## src/rtl/piso_pkg.sv

```systemverilog
// Shared types and sizing helpers for the parallel-in/serial-out serializer.
package piso_pkg;

    typedef enum logic {
        IDLE  = 1'b0,
        SHIFT = 1'b1
    } state_t;

    function automatic int cnt_width(input int width);
        int c;
        c = $clog2(width);
        return (c < 1) ? 1 : c;
    endfunction

endpackage

```

## src/rtl/piso_bit_counter.sv

```systemverilog
// Bit-position counter for one serialized word; saturates at WIDTH-1 until cleared.
module piso_bit_counter
    import piso_pkg::*;
#(
    parameter int WIDTH = 4
) (
    input  logic                        CLK,
    input  logic                        i_clear,
    input  logic                        i_en,
    output logic [cnt_width(WIDTH)-1:0] o_count,
    output logic                        o_last
);

    localparam int            CW   = cnt_width(WIDTH);
    localparam logic [CW-1:0] LAST = CW'(WIDTH - 1);

    logic [CW-1:0] r_count;

    always_ff @(posedge CLK) begin
        if (i_clear) begin
            r_count <= '0;
        end else if (i_en && !o_last) begin
            r_count <= r_count + 1'b1;
        end
    end

    assign o_count = r_count;
    assign o_last  = (r_count == LAST);

endmodule

```

## src/rtl/piso_serializer.sv

```systemverilog
// Parallel-in/serial-out serializer: one word per WIDTH clocks over valid/ready,
// registered serial bit with per-bit valid and end-of-word marker, no gap between words.
module piso_serializer
    import piso_pkg::*;
#(
    parameter int WIDTH     = 4,
    parameter bit LSB_FIRST = 1'b1
) (
    input  logic             CLK,
    input  logic             RESET,
    input  logic [WIDTH-1:0] I,
    input  logic             I_valid,
    output logic             I_ready,
    output logic             O,
    output logic             O_valid,
    output logic             O_last
);

    localparam int            CW     = cnt_width(WIDTH);
    localparam logic [CW-1:0] PENULT = CW'(WIDTH - 2);

    state_t           r_state;
    logic [WIDTH-1:0] r_sr;
    logic             r_o;
    logic             r_o_valid;
    logic             r_o_last;

    logic [CW-1:0]    w_cnt;
    logic             w_cnt_last;
    logic             w_accept;
    logic             w_cnt_clear;
    logic             w_cnt_en;
    logic             w_first_bit;
    logic             w_next_bit;
    logic [WIDTH-1:0] w_load;
    logic [WIDTH-1:0] w_shifted;

    // Ready never looks at I_valid, so there is no combinational path back to the source.
    assign I_ready  = !RESET && ((r_state == IDLE) || ((r_state == SHIFT) && w_cnt_last));
    assign w_accept = I_valid && I_ready;

    assign w_cnt_clear = RESET || w_accept || ((r_state == SHIFT) && w_cnt_last);
    assign w_cnt_en    = (r_state == SHIFT);

    piso_bit_counter #(
        .WIDTH (WIDTH)
    ) u_cnt (
        .CLK     (CLK),
        .i_clear (w_cnt_clear),
        .i_en    (w_cnt_en),
        .o_count (w_cnt),
        .o_last  (w_cnt_last)
    );

    // The first bit bypasses sr straight to O, so sr only ever holds the remaining WIDTH-1 bits.
    always_comb begin
        if (LSB_FIRST) begin
            w_first_bit = I[0];
            w_load      = I >> 1;
            w_next_bit  = r_sr[0];
            w_shifted   = r_sr >> 1;
        end else begin
            w_first_bit = I[WIDTH-1];
            w_load      = I << 1;
            w_next_bit  = r_sr[WIDTH-1];
            w_shifted   = r_sr << 1;
        end
    end

    always_ff @(posedge CLK) begin
        if (RESET) begin
            r_state   <= IDLE;
            r_sr      <= '0;
            r_o       <= 1'b0;
            r_o_valid <= 1'b0;
            r_o_last  <= 1'b0;
        end else if (w_accept) begin
            r_state   <= SHIFT;
            r_sr      <= w_load;
            r_o       <= w_first_bit;
            r_o_valid <= 1'b1;
            r_o_last  <= 1'b0;
        end else begin
            case (r_state)
                SHIFT: begin
                    if (!w_cnt_last) begin
                        r_o      <= w_next_bit;
                        r_sr     <= w_shifted;
                        r_o_last <= (w_cnt == PENULT);
                    end else begin
                        r_state   <= IDLE;
                        r_o       <= 1'b0;
                        r_o_valid <= 1'b0;
                        r_o_last  <= 1'b0;
                    end
                end
                default: begin
                    r_o       <= 1'b0;
                    r_o_valid <= 1'b0;
                    r_o_last  <= 1'b0;
                end
            endcase
        end
    end

    assign O       = r_o;
    assign O_valid = r_o_valid;
    assign O_last  = r_o_last;

endmodule

```

## config.mk

```make
export PLATFORM = sky130hd
export DESIGN_NAME = piso_serializer
export DESIGN_NICKNAME = d
export VERILOG_FILES = /design/src/rtl/piso_pkg.sv /design/src/rtl/piso_bit_counter.sv /design/src/rtl/piso_serializer.sv
export SDC_FILE = /design/constraint.sdc
export NUM_CORES = 1
export LEC_CHECK = 0
export CORE_AREA = 2 2 39 41
export DETAILED_ROUTE_END_ITERATION = 7
export DIE_AREA = 0 0 41 43
export PLACE_DENSITY = 0.59
export SKIP_LAST_GASP = 1
export SYNTH_ARGS = -nofsm -noshare
export SYNTH_HDL_FRONTEND = slang
export SYNTH_SLANG_ARGS = --single-unit
```

## constraint.sdc

```tcl
create_clock -name CLK -period 1.05 [get_ports CLK]
set_input_delay 0.21 -clock CLK [delete_from_list [all_inputs] [get_ports CLK]]
set_output_delay 0.21 -clock CLK [all_outputs]
set_load 0.05 [all_outputs]
```

### Yosys cells after proc, flatten, opt, wreduce, memory -nomap -nowiden

Index checks and enable logic that the tools add are counted.

| storage, ports and cells | value |
|---|---|
| flip-flop bits (word level) | 9 |
| input port bits | 7 |
| output and inout bits | 4 |

| cells by class | value |
|---|---|
| muxes and demuxes | 12 |
| equality and inequality tests | 4 |
| add/subtract/negate cells | 1 |
| reductions and logical operators | 12 |
| bitwise logic cells | 1 |

Operator list:

| operator | count |
|---|---|
| 1-bit 2-to-1 mux | 9 |
| 3-bit 2-to-1 mux | 3 |
| 2-bit equality test, second input constant | 2 |
| 1-bit logical AND | 4 |
| 4-bit OR reduction | 1 |
| 1-bit logical OR | 3 |
| 3-bit by 1-bit != test with 1-bit output, second input constant | 1 |
| 2-bit by 1-bit adder with 2-bit output, second input constant | 1 |
| 1-bit zero test | 2 |
| 2-bit by 1-bit != test with 1-bit output, second input constant | 1 |
| 2-bit AND reduction | 1 |
| 2-bit nonzero test | 1 |
| 1-bit NOT | 1 |

### Logic depth before layout (Yosys ltp)

Gate-level depths: netlist (run 1).

| depth | value |
|---|---|
| word-level depth | 7 |
| depth in mapped cells | 5 |
| mapped depth without buffers | 4 |

### Modules after synthesis

A second synthesis (run 1) with hierarchy kept.

| unflattened totals | value |
|---|---|
| cell total of the unflattened synthesis | 41 |
| area, all modules | 406.6 um2 |

By module, submodules not included:

| module | times used | area an instance (um2) | sequential area each (um2) | cells each |
|---|---|---|---|---|
| piso_serializer | 1 | 292.8 | 140.1 | 31 |
| piso_bit_counter | 1 | 113.9 | 40.0 | 10 |

### Worst setup path after synthesis (run 1)

No wires, ideal clock.

| timing path | value |
|---|---|
| path type | register to output |
| start point | register u_cnt.r_count[1] (netlist: u_cnt.o_count[1]) |
| end point | output port I_ready |
| stages on the path, launching flop included | 4 |
| path slack | -0.510 ns |
| buffers on the path | 0 |
| arrival time | 1.350 ns |
| data required time | 0.840 ns |
| cells stage by stage | dfxtp_1 -> ha_1 -> and2b_1 -> nor2_1 |

| on the way | value |
|---|---|
| cells in the longest elaborated chain, start to end | 4 |

RTL lines:

| item | RTL line | RTL |
|---|---|---|
| start: declaration | piso_bit_counter.sv:17 | `logic [CW-1:0] r_count;` |
| start signal: assignment | piso_bit_counter.sv:23 | `r_count <= r_count + 1'b1;` |
| 2-bit equality test | piso_bit_counter.sv:28 | `assign o_last = (r_count == LAST);` |
| 1-bit logical AND | piso_serializer.sv:39 | `assign I_ready = !RESET && ((r_state == IDLE) \|\| ((r_state == SHIFT) && w_cnt_last));` |
| 1-bit logical OR | piso_serializer.sv:39 |  |
| 1-bit logical AND | piso_serializer.sv:39 |  |
| end: declaration | piso_serializer.sv:13 | `output logic I_ready,` |

Every way passes these cells.

### Worst setup path after layout (run 1)

| timing path | value |
|---|---|
| start point | register u_cnt.r_count[0] (netlist: u_cnt.o_count[0]) |
| end point | output port I_ready |

The elaborated chain is that of the path after synthesis.

==> results of run 1 <==
[layout by cell type (no fill, tap or decap)]
master	netlist	final
dfxtp_1	9	7
inv_4	0	1
clkbuf_4	0	3
nor3b_1	2	1
a21oi_2	0	2
a21oi_1	3	1
clkdlybuf4s50_1	0	6
nor3b_2	0	1
buf_12	0	4
o32a_1	1	1
a211oi_1	2	2
and2b_2	0	1
nor2_2	0	1
nand2b_2	0	1
nand2_1	3	3
ha_4	0	2
nor2_4	0	1
buf_4	1	5
nand3_1	1	1
nor2_1	7	5
mux2i_1	3	3
dfxtp_2	0	2
clkbuf_1	1	1
inv_1	2	1
nor3_1	1	1
[synthesized netlist by cell type]
cell	number
nor2_1	7
a211oi_1	2
clkbuf_1	1
o32a_1	1
nand2b_1	1
a21oi_1	3
nor3b_1	2
dfxtp_1	9
and2b_1	1
buf_6	1
inv_1	2
nand2_1	3
buf_4	1
nand3_1	1
ha_1	2
mux2i_1	3
nor3_1	1
[worst max path at each step]
stage	start	endpoint	slack, ps	depth (start not counted)
final	u_cnt.o_count[0]	I_ready	-390	4
after CTS	u_cnt.o_count[0]	I_ready	-380	4
after floorplan	u_cnt.o_count[1]	I_ready	-150	3
after global routing	u_cnt.o_count[0]	I_ready	-440	4
after global placement	I_valid	r_sr[1]	-290	3
after detailed placement	I_valid	r_sr[1]	-300	3
[cells by family (layout without fill, tap and decap cells)]
group	count (synthesis)	after routing	synth area share, %
and+or+nand+nor	16	16	20.00
buffers and inverters	5	21	7.869
DFF	9	9	47.21
adders and majority gates	2	2	6.556
muxes	3	3	7.869
AOI/OAI and AO/OA	6	6	10.49
[registers in the layout, summed over array words and instances (netlist names)]
| name | count |
|---|---|
| O | 1 |
| O_last | 1 |
| O_valid | 1 |
| r_sr | 3 |
| r_state | 1 |
| u_cnt.o_count | 2 |
[worst min-delay path, stage by stage, from the launching register on]
cell and delay [ps]:
dfxtp_1 310, nand2_1 70, a21oi_2 50
[layout make-up]
cell class | instances | area share, %
multi-input cells | 27 | 34.83
flip-flops and latches | 9 | 28.57
repair buffers | 15 | 27.79
clock buffers | 4 | 4.110
well taps | 16 | 3.131
inverters | 2 | 1.566
[layer usage]
layer / part of all wire [%] / vias to the layer above
met3: 6.7 / 4
met1: 45 / 149
met2: 44 / 11
met4: 3.9 / 0
met5: 0 / -
li1: - / 169
[through the flow]
step | hold slack, ps | setup TNS (ps) | setup slack, ps | instance area, um^2 | instances
2_1_floorplan | 374.4 | -147.4 | -147.4 | 389.1 | 41
3_3_place_gp | 461.8 | -2077 | -289.0 | 556.8 | 68
3_5_place_dp | 463.6 | -2121 | -299.0 | 556.8 | 68
4_1_cts | 472.9 | -1461 | -383.1 | 609.3 | 74
5_1_grt | 498.2 | -1222 | -443.4 | 639.4 | 73
6_report | 470.7 | -686.2 | -394.4 | 639.4 | 73
[power groups by stage]
stage,Combinational [mW],Clock (mW),Sequential [mW]
2_1_floorplan,0.0739,0,0.396
3_3_place_gp,0.159,0,0.383
3_5_place_dp,0.160,0,0.383
4_1_cts,0.173,0.274,0.376
5_1_grt,0.191,0.301,0.381
6_report,0.177,0.269,0.378
[what timing repair did]
item	4_1_cts	5_1_grt
gates cloned	0	0
setup buffers	2	2
pin swaps	0	5
endpoints found under the setup margin	10	10
resized for setup	5	9
==> flow_metrics.py, run 1 <==
metrics = {
    "logic_synthesis": {
        "synth-seq-cells": 9,
        "synth_cells": 41,
        "yosys_warnings": 0,
        "yosysSeqAreaShare_pct": 47.21,
        "mappedNetlistArea_um2": 381.6,
        "synth.distinct_cells": 17,
        "synthesis.nets": 50,
        "yosys.area.top_type": "dfxtp_1",
        "netlist.area_leader.share_pct": 47.21,
        "synth_area_leaders": "dfxtp_1, mux2i_1, nor2_1",
        "synth.avg_cell_area_um2": 9.308,
    },
    "sta": {
        "rsz0062_at_grt": "yes",
        "finalCriticalPeriod_ps": 1444,
        "max_freq_mhz": 692.3,
        "finalMaxSlewViolations": 0,
        "finalSetupViolations": 9,
        "setup_ws_ps": -394.4,
        "relSlewSlack_pct": 78.34,
        "tightest_slew_ps": 324.0,
        "finalCritPeriodShare_pct": 137.6,
        "finalHoldViolCount": 0,
        "finalClockSkew_ps": 0.3454,
    },
    "setup_path": {
        "r2r_slack_ps": -80,
        "start_kind": "register",
        "r2r-start": "u_cnt.o_count[0]",
        "critPathBufInv": 1,
        "crit_path_end_kind": "output pin",
        "critPathKind": "reg -> out",
        "critical_path.max_fanout": 2,
        "rr_worst_depth": 5,
        "r2r-end": "u_cnt.o_count[0]",
        "cp.required_ps": 840,
        "critPathMaxStageDelay_ps": 350,
        "path_delay_family": "flip-flops",
        "crit_arrival_ps": 1230,
        "slowest_stage": "dfxtp_2",
        "crit_chain": "ha_4, and2b_2, nor2_4, buf_12",
    },
    "power_and_ir_drop": {
        "power_density_nw_per_um2": 1289,
        "finalPower_mw": 0.8241,
        "clockPowerShare_pct": 32.6,
        "p_sw_share_pct": 27.04,
        "combinationalPowerShare_pct": 21.4,
        "ir_drop_mv": 0.6814,
        "seqPwrFrac_pct": 45.9,
        "p_leak_nw": 0.2495,
        "internal_power_mw": 0.6013,
        "power_switching_mw": 0.2229,
    },
    "grt": {
        "first_global_vias": 332,
        "grt_pass1_wl_mm": 1.324,
        "use_met1_pct": 12.09,
        "grt_antenna_before_repair": 0,
        "grt_max_degree": 10,
        "grtUsageMet2_pct": 16.88,
        "grt.met3_usage_pct": 4.712,
        "grtUsageTotal_pct": 11.91,
        "overflow": 0,
        "grt.busiest_layer": "met2",
    },
    "die": {
        "dieArea_um2": 1763,
        "ios": 11,
        "fp.dieH_um": 43,
        "core_area_um2": 1384,
        "start_util_pct": 27.58,
        "num_rows": 14,
        "die_w_um": 41,
    },
    "run_status": {
        "outcome": "finished with violations",
        "violations": "setup timing",
    },
    "route": {
        "ant_nets": 0,
        "first_pass_iters": 3,
        "drtIter0Drc": 6,
        "wire_per_inst_um": 11.11,
        "via_per_inst": 4.562,
        "vias": 333,
        "drc": 0,
        "wl_um": 811,
    },
    "final_layout": {
        "diodes": 0,
        "multiInputGateArea_um2": 222.7,
        "syn_to_final_growth_pct": 67.54,
        "finalNetCount": 67,
        "seqCellArea_um2": 182.7,
        "fill_cells": 148,
        "layout-drive-gt1-share_pct": 42.11,
        "fin_util_pct": 46.20,
    },
    "cts": {
        "root_buffer": "clkbuf_4",
        "clock_latency_ps": 260,
        "cts_tree": "yes",
        "cts.sinks": 9,
        "cts_max_level": 1,
        "clk_path_buf_depth": 2,
        "numCtsBuffers": 3,
        "clkSlewWorstSetupHoldPaths_ps": 60,
        "hold_buffers": 0,
    },
    "placed_design": {
        "port-buffer-count": 10,
        "dp_hpwl_um": 531.2,
        "gp_congestion": 0.7204,
    },
    "run": {
        "drv_cap": 0,
    },
    "hold_path": {
        "hold_path_startpoint": "r_sr[0]",
        "holdCritPathClass": "reg -> reg",
        "hold_depth": 2,
        "hold_end": "O",
    },
}
Power figures use the tool's default switching activity.
==> inputs of run 2 (changes only) <==
--- a/config.mk
+++ b/config.mk
@@ -8,6 +8,7 @@
 export CORE_AREA = 2 2 39 41
 export DETAILED_ROUTE_END_ITERATION = 7
 export DIE_AREA = 0 0 41 43
+export GPL_TIMING_DRIVEN = 1
 export PLACE_DENSITY = 0.59
 export SKIP_LAST_GASP = 1
 export SYNTH_ARGS = -nofsm -noshare
==> results of run 2 <==
No change in the layout: final DEF, timing and power equal those of run 1.
==> inputs of run 3 (changes only) <==
--- a/config.mk
+++ b/config.mk
@@ -9,7 +9,7 @@
 export DETAILED_ROUTE_END_ITERATION = 7
 export DIE_AREA = 0 0 41 43
 export GPL_TIMING_DRIVEN = 1
-export PLACE_DENSITY = 0.59
+export PLACE_DENSITY = 0.57
 export SKIP_LAST_GASP = 1
 export SYNTH_ARGS = -nofsm -noshare
 export SYNTH_HDL_FRONTEND = slang
==> constraint.sdc (replaced) <==
create_clock -name CLK -period 1.45 [get_ports CLK]
set_input_delay 0.29 -clock CLK [delete_from_list [all_inputs] [get_ports CLK]]
set_output_delay 0.29 -clock CLK [all_outputs]
set_load 0.05 [all_outputs]
==> run 3 against run 2 <==
Net effect:
- largest cell class unchanged
- final cell count is 1.4% lower
- clock power is 25% lower
- total power is 29% lower
- routed wire length is 0.37% higher
- worst hold slack worse by 12 ps
- the flow still finishes with violations (setup timing)
- critical path depth stayed put
- critical path type unchanged
==> flow_metrics.py, run 3 (synthesis gave the netlist of run 1 again) <==
metrics = {
    "run_status": {
        "outcome": "finished with violations",
        "violations": "setup timing",
    },
    "power_and_ir_drop": {
        "ir_drop_mv": 0.2976,
        "finalPower_mw": 0.5891,
        "power_density_nw_per_um2": 993.3,
        "p_leak_nw": 0.2421,
    },
    "setup_path": {
        "cp.required_ps": 1160,
        "critPathKind": "reg -> out",
        "crit_path_end_kind": "output pin",
        "slowest_stage": "dfxtp_2",
        "r2r_slack_ps": 310,
        "critical_path.max_fanout": 2,
        "critPathMaxStageDelay_ps": 350,
        "r2r-start": "u_cnt.o_count[0]",
        "r2r-end": "u_cnt.o_count[0]",
        "crit_chain": "ha_4, and2b_1, nor2_2, buf_12",
        "crit_arrival_ps": 1220,
        "start_kind": "register",
        "rr_worst_depth": 5,
    },
    "grt": {
        "grt_pass1_wl_mm": 1.269,
        "grt_max_degree": 10,
        "overflow": 0,
        "grtUsageTotal_pct": 11.57,
        "grt_antenna_before_repair": 0,
        "first_global_vias": 327,
    },
    "route": {
        "via_per_inst": 4.722,
        "first_pass_iters": 3,
        "wl_um": 814,
        "drc": 0,
        "wire_per_inst_um": 11.31,
        "vias": 340,
        "ant_nets": 0,
        "drtIter0Drc": 2,
    },
    "final_layout": {
        "largest_reg_flops": 3,
        "layout_commonest_cell": "dfxtp_1",
        "seqCellArea_um2": 182.7,
        "layout-drive-gt1-share_pct": 26.79,
        "multiInputGateArea_um2": 186.4,
        "diodes": 0,
        "syn_to_final_growth_pct": 55.41,
        "fill_cells": 129,
        "finalNetCount": 66,
        "regMostFlops": "r_sr",
        "design_area_um2": 593.1,
        "final_cell_mix": "dfxtp_1, nor2_1, clkdlybuf4s50_1",
    },
    "hold_path": {
        "hold_path_startpoint": "r_sr[0]",
        "hold_end": "O",
        "hold_depth": 2,
        "holdCritPathClass": "reg -> reg",
    },
    "sta": {
        "finalSetupViolations": 1,
        "finalHoldViolCount": 0,
        "finalClockSkew_ps": 2.788,
        "finalMaxSlewViolations": 0,
        "rsz0062_at_grt": "yes",
        "tightest_slew_ps": 371.8,
        "relSlewSlack_pct": 75.14,
        "setup_ws_ps": -63.53,
        "finalCriticalPeriod_ps": 1514,
        "max_freq_mhz": 660.7,
        "finalCritPeriodShare_pct": 104.4,
    },
    "die": {
        "num_rows": 14,
        "die_w_um": 41,
        "dieArea_um2": 1763,
        "start_util_pct": 27.58,
        "core_area_um2": 1384,
        "ios": 11,
        "fp.dieH_um": 43,
    },
    "cts": {
        "cts_tree": "yes",
        "clock_latency_ps": 270,
        "clkSlewWorstSetupHoldPaths_ps": 60,
        "hold_buffers": 0,
        "root_buffer": "clkbuf_4",
        "cts_max_level": 1,
        "numCtsBuffers": 3,
        "cts.sinks": 9,
        "clk_path_buf_depth": 2,
    },
    "placed_design": {
        "dp_hpwl_um": 560.9,
        "gp_congestion": 0.6959,
        "dp_slack_ps": 3.177,
        "dpl_cell_area_um2": 536.8,
        "port-buffer-count": 10,
    },
    "run": {
        "drv_cap": 0,
    },
}
[run 3: where the power goes]
group	internal, mW	switching [mW]
Sequential	0.263	0.0115
Clock	0.106	0.0943
Combinational	0.0597	0.0544
Total	0.429	0.160
[run 3: worst max path at each step]
stage / from / to / slack [ps]
after CTS: u_cnt.o_count[0] / I_ready / -90
final: u_cnt.o_count[0] / I_ready / -60
after detailed placement: I_valid / r_sr[1] / 3
after global placement: I_valid / r_sr[0] / 30
after global routing: u_cnt.o_count[0] / I_ready / -120
after floorplan: u_cnt.o_count[1] / I_ready / 30
[run 3: metrics by stage]
stage / cells / hold WS, ps / setup TNS, ps / util [%]
after floorplan: 41 / 431.2 / 0 / -
after global placement: 66 / 450.7 / 0 / 38.79
after detailed placement: 66 / 457.8 / 0 / 38.79
after CTS: 72 / 465.2 / -93.89 / 41.95
after global routing: 72 / 486.7 / -120.1 / 42.86
final: 72 / 458.9 / -63.53 / 42.86
[run 3: layout make-up]
cell class / instances / share of cell area [%]
multi-input combinational: 27 / 31.43
sequential: 9 / 30.80
timing repair buffer: 14 / 28.69
clock buffer: 4 / 4.430
tap: 16 / 3.376
inverter: 2 / 1.266
[run 3: timing repair]
item                                    4_1_cts  5_1_grt
buffers inserted                              2        0
pin swaps                                     1        1
endpoints found under the setup margin        1        1
gates resized for setup                       2        2
[run 3: per-layer routing]
layer | track usage, % | vias to the layer above | wire [um]
met5 | 0 | - | 0
met4 | 12.00 | 0 | 45
met3 | 3.141 | 5 | 48
met2 | 18.13 | 13 | 370
met1 | 10.68 | 155 | 349
li1 | - | 167 | -
[run 3: critical path: cells and delay by family, from the launching register on]
family,cells,cell delay [ps]
DFF,1,350
and+or+nand+nor,2,330
buffers and inverters,1,150
adders and majority gates,1,130
